$ cat src/rtl/apb_reg_slice.sv
// APB3 register slice: fully retimes one transfer from the upstream port onto the downstream port.
// Define APB_REG_SLICE_TIMEOUT_EN to abort downstream slaves that never assert m_pready.
module apb_reg_slice #(
  parameter int unsigned APB_ADDR_WIDTH = 32,
  parameter int unsigned APB_DATA_WIDTH = 32,
  parameter int unsigned TIMEOUT_CYCLES = 255
) (
  input  logic                      clk_i,
  input  logic                      rst_ni,
  input  logic [APB_ADDR_WIDTH-1:0] s_paddr,
  input  logic [APB_DATA_WIDTH-1:0] s_pwdata,
  input  logic                      s_pwrite,
  input  logic                      s_psel,
  input  logic                      s_penable,
  output logic [APB_DATA_WIDTH-1:0] s_prdata,
  output logic                      s_pready,
  output logic                      s_pslverr,
  output logic [APB_ADDR_WIDTH-1:0] m_paddr,
  output logic [APB_DATA_WIDTH-1:0] m_pwdata,
  output logic                      m_pwrite,
  output logic                      m_psel,
  output logic                      m_penable,
  input  logic [APB_DATA_WIDTH-1:0] m_prdata,
  input  logic                      m_pready,
  input  logic                      m_pslverr
);

  typedef enum logic [1:0] {StIdle, StSetup, StAccess, StResp} state_e;

  state_e state_q, state_d;

  logic [APB_ADDR_WIDTH-1:0] paddr_q, paddr_d;
  logic [APB_DATA_WIDTH-1:0] pwdata_q, pwdata_d;
  logic                      pwrite_q, pwrite_d;
  logic                      psel_q, psel_d;
  logic                      penable_q, penable_d;
  logic [APB_DATA_WIDTH-1:0] prdata_q, prdata_d;
  logic                      pready_q, pready_d;
  logic                      pslverr_q, pslverr_d;

  logic accept;
  logic timeout;

  assign accept = s_psel && s_penable;

`ifdef APB_REG_SLICE_TIMEOUT_EN
  localparam int unsigned CntWidth = $clog2(TIMEOUT_CYCLES + 1);
  localparam logic [CntWidth-1:0] CntLast = CntWidth'(TIMEOUT_CYCLES - 1);

  logic [CntWidth-1:0] cnt_q, cnt_d;

  assign timeout = (state_q == StAccess) && !m_pready && (cnt_q == CntLast);

  always_comb begin
    cnt_d = cnt_q;
    if (state_q == StSetup) begin
      cnt_d = '0;
    end else if ((state_q == StAccess) && !m_pready) begin
      cnt_d = cnt_q + 1'b1;
    end
  end

  always_ff @(posedge clk_i or negedge rst_ni) begin
    if (!rst_ni) begin
      cnt_q <= '0;
    end else begin
      cnt_q <= cnt_d;
    end
  end
`else
  logic unused_timeout_cfg;
  assign unused_timeout_cfg = (TIMEOUT_CYCLES != 0);
  assign timeout = 1'b0;
`endif

  // State register
  always_ff @(posedge clk_i or negedge rst_ni) begin
    if (!rst_ni) begin
      state_q <= StIdle;
    end else begin
      state_q <= state_d;
    end
  end

  // Next-state logic
  always_comb begin
    state_d = state_q;
    unique case (state_q)
      StIdle:   if (accept) state_d = StSetup;
      StSetup:  state_d = StAccess;
      StAccess: if (m_pready || timeout) state_d = StResp;
      StResp:   state_d = StIdle;
      default:  state_d = StIdle;
    endcase
  end

  // Next values of the output registers; strobes follow the next state so they are flop-driven.
  always_comb begin
    paddr_d   = paddr_q;
    pwdata_d  = pwdata_q;
    pwrite_d  = pwrite_q;
    prdata_d  = prdata_q;
    pslverr_d = pslverr_q;
    psel_d    = (state_d == StSetup) || (state_d == StAccess);
    penable_d = (state_d == StAccess);
    pready_d  = (state_d == StResp);

    if ((state_q == StIdle) && accept) begin
      paddr_d  = s_paddr;
      pwdata_d = s_pwdata;
      pwrite_d = s_pwrite;
    end

    if (state_q == StAccess) begin
      if (m_pready) begin
        prdata_d  = m_prdata;
        pslverr_d = m_pslverr;
      end else if (timeout) begin
        prdata_d  = '0;
        pslverr_d = 1'b1;
      end
    end
  end

  always_ff @(posedge clk_i or negedge rst_ni) begin
    if (!rst_ni) begin
      paddr_q   <= '0;
      pwdata_q  <= '0;
      pwrite_q  <= 1'b0;
      psel_q    <= 1'b0;
      penable_q <= 1'b0;
      prdata_q  <= '0;
      pready_q  <= 1'b0;
      pslverr_q <= 1'b0;
    end else begin
      paddr_q   <= paddr_d;
      pwdata_q  <= pwdata_d;
      pwrite_q  <= pwrite_d;
      psel_q    <= psel_d;
      penable_q <= penable_d;
      prdata_q  <= prdata_d;
      pready_q  <= pready_d;
      pslverr_q <= pslverr_d;
    end
  end

  assign m_paddr   = paddr_q;
  assign m_pwdata  = pwdata_q;
  assign m_pwrite  = pwrite_q;
  assign m_psel    = psel_q;
  assign m_penable = penable_q;
  assign s_prdata  = prdata_q;
  assign s_pready  = pready_q;
  assign s_pslverr = pslverr_q;

endmodule

$ cat config.mk
export PLATFORM = sky130hd
export DESIGN_NAME = apb_reg_slice
export DESIGN_NICKNAME = d
export VERILOG_FILES = /design/src/rtl/apb_reg_slice.sv
export SDC_FILE = /design/constraint.sdc
export NUM_CORES = 1
export LEC_CHECK = 0
export ABC_CLOCK_PERIOD_IN_PS = 1700
export BUFFER_PORTS_ARGS = -buffer_cell sky130_fd_sc_hd__buf_2
export CORE_MARGIN = 1.5
export CORE_UTILIZATION = 41
export DETAILED_ROUTE_END_ITERATION = 6
export GPL_TIMING_DRIVEN = 0
export PLACE_DENSITY_LB_ADDON = 0.08
export SLEW_MARGIN = 5
export SYNTH_ARGS = -nofsm -noshare
export SYNTH_HDL_FRONTEND = slang
export SYNTH_SLANG_ARGS = --single-unit
$ cat constraint.sdc
create_clock -name clk_i -period 1.7 [get_ports clk_i]
set_clock_uncertainty 0.15 [all_clocks]
set_input_delay 0.085 -clock clk_i [delete_from_list [all_inputs] [get_ports clk_i]]
set_output_delay 0.085 -clock clk_i [all_outputs]
set_load 0.02 [all_outputs]
==> summary.txt <==
Status
  – Status: complete, no violations

Detailed routing
  – WL per Instance: 14.3 um
  – 1st-iter DRT viols: 41
  – Vias per cell: 4.45
  – Drt first pass iters: 3
  – Detail Route Antenna Nets: 0
  – DRC: 0
  – WL final: 9.70 mm
  – DR vias: 3024

Die
  – CORE AREA: a little under 0.01 mm^2
  – Starting Density: between 40% and 50%
  – # IOs: 204
  – Die height: 103 um
  – Chip Width: 103 um
  – Die area: 0.0105 mm^2
  – Num rows: 36

Setup path
  – Worst EP required: 1.79 ns
  – Reg2reg end: s_pready$_DFF_PN0_
  – Worst R2R Setup Slack: 0.05 ns
  – CP max FO: 4
  – CP startpoint: state_q[0]$_DFF_PN0_
  – Critical path class: reg -> reg
  – Crit path capture type: register
  – RR Startpoint: state_q[0]$_DFF_PN0_
  – Worst Reg-to-Reg Cells: 5
  – Startpoint Class: register
  – Worst Setup EP: s_pready$_DFF_PN0_
  – CP arrival: 1.74 ns

Timing
  – RSZ-0062 raised after global routing: yes
  – Final Hold Viols: 0
  – Tmin final: 1.65 ns
  – Final WS setup: 0.0512 ns
  – Setup-failing EPs final: 0
  – Fmax: 0.606 GHz
  – Slew Limit Fails: 0
  – Worst-Margin Slew: 0.729 ns
  – Ratio of final minimum period to clock period: 97.0%
  – Relative slew slack: between 50% and 60%
  – Hold slack: 0.0187 ns

Global route
  – Largest net degree at the start of global routing: 57
  – Congestion Overflow GR: 0
  – First-pass GRT wire length: approximately 15 mm
  – Initial antenna violation count: 0
  – Number of global-route vias before repair: just over 3000
  – Tot GR Track Use: 18.2%

Clock network
  – Clk_lat worst skew: 0.34 ns
  – Root Driver: clkbuf_8
  – Num CTS Buffers: 9
  – CTS sink cnt: about 100
  – CTS tree: done
  – CTS Buffer Depth: 2
  – Reg clk slew, reported paths: approximately 0.090 ns
  – H-tree depth: 3

Pwr
  – PwrDens: 1740 mW/mm^2
  – Leak: 3.40 nW
  – Worst VDD drop: 0.860 mV

Logic synthesis
  – Sequential share of the synthesized area: 63.3%
  – Library cells used by synthesis: 13
  – Syn Nets: 333
  – Synth Register Bits: 103
  – Synth Warn #: 0
  – Mapped cell area: 0.00407 mm^2
  – Mean Syn Cell Area: around 18 um^2
  – Synth Instances: 225

Placed design
  – Inst Count DP: 562
  – Post-DP HPWL: approximately 6.0 mm
  – RePlAce Congestion: around 0.7
  – Setup WS pre-CTS: -0.0321 ns
  – PortBufs: 203

Layout
  – Commonest non-fill, non-tap cell in the layout: buf_2
  – Area Overhead vs Synth: 62.1%
  – Commonest non-fill, non-tap cells in the layout: buf_2, dfrtp_1, dlygate4sd3_1, mux2_4, mux2_2
  – Inserted Diodes: 0
  – Share of layout cells above drive strength 1: approximately three fifths
  – Final Instance Count excl. Fillers: 680
  – Final nets: 650

Min path
  – Hold Crit Depth: 3
  – Tightest Hold Check Type: in -> reg

Run
  – Max-cap violations: 0
-- logic make-up after synthesis --
logic type               Yosys count  share of synthesized area, %
buffers and inverters             13                          2.43
adder cells (fa/ha/maj)            5                          1.54
multiplexers                      98                          31.7
flip-flops                       103                          63.3
AND/OR/NAND/NOR                    4                         0.584
AO/OA/AOI/OAI                      2                         0.461
-- synth_stat cells (all sizes together) --
cell type  count  share of area (%)
and3           1               0.15
dfrtp        103                 63
nand3          1               0.12
mux2          98                 32
buf           10                2.2
nand2          1               0.15
o32a           1               0.25
ha             5                1.5
inv            3               0.28
o32ai          1               0.22
nor2b          1               0.15
-- per-layer routing --
layer | vias up | wire length (um) | part of all wire [%] | global-route usage, %
li1 | 1422 | - | - | -
met1 | 1480 | 4020 | 41 | 22.1
met2 | 111 | 4920 | 51 | 31.8
met3 | 11 | 638 | 6.6 | 4.41
met4 | 0 | 119 | 1.2 | 6.32
met5 | - | 0 | 0 | 0
-- worst min-delay path by stage --
| stage | to | slack (ns) | from |
|---|---|---|---|
| global placement | m_pwdata[31]$_DFFE_PN0P_ | 0.17 | s_pwdata[31] |
| CTS | s_prdata[0]$_DFFE_PN0P_ | 0.02 | m_pready |
| finish | s_prdata[0]$_DFFE_PN0P_ | 0.02 | m_pready |
| global route | s_prdata[31]$_DFFE_PN0P_ | 0.01 | m_pready |
| floorplan | m_paddr[0]$_DFFE_PN0P_ | -0.36 | rst_ni |
| detailed placement | m_paddr[11]$_DFFE_PN0P_ | 0.05 | rst_ni |
-- through the flow --
stage               cell area (um^2)  utilization [%]  power, mW  TNS (ns)
finish                          6600             68.2       11.5         0
global route                    6600             68.2       12.2   -0.0111
CTS                             6550             67.6       11.5    -0.672
detailed placement              5290             54.6       9.65    -0.709
global placement                5260             54.3       9.56    -76.21
floorplan                       4070                -       7.88         0
-- timing repair --
item,CTS,global route
gates resized for setup,11,18
buffers inserted,2,0
hold buffers,99,0
cloned,1,0
pin swaps,0,2
hold endpoints to repair,153,0
endpoints found under the setup margin,82,86
-- power by group --
| part | switching, mW | internal (mW) | leakage [nW] |
|---|---|---|---|
| registers | 0.608 | 3.70 | 1.22 |
| logic | 2.91 | 2.75 | 2.08 |
| clock network | 0.818 | 0.729 | 0.0968 |
| total | 4.34 | 7.18 | 3.40 |
-- worst max-delay path, stage by stage (launching register included) --
cell and delay [ns]:
dfrtp_1 0.38, inv_2 0.06, ha_2 0.20, and3_4 0.19, o32a_1 0.36, ha_1 0.20
-- flip-flops by register name, indices dropped and copies added (netlist names) --
register   cells
s_prdata      32
m_pwdata      32
m_penable      1
s_pready       1
m_paddr       32
state_q        2
m_pwrite       1
s_pslverr      1
m_psel         1
-- layout make-up --
type | count | area, um^2
clock buffer | 12 | 145
clock inverter | 4 | 55.1
timing repair buffer | 306 | 2060
multi-input combinational | 109 | 1430
buffer | 10 | 159
sequential | 103 | 2580
tap | 133 | 166
inverter | 3 | 11.3
fill | 681 | 3080
(Power assumes the default switching activity.)
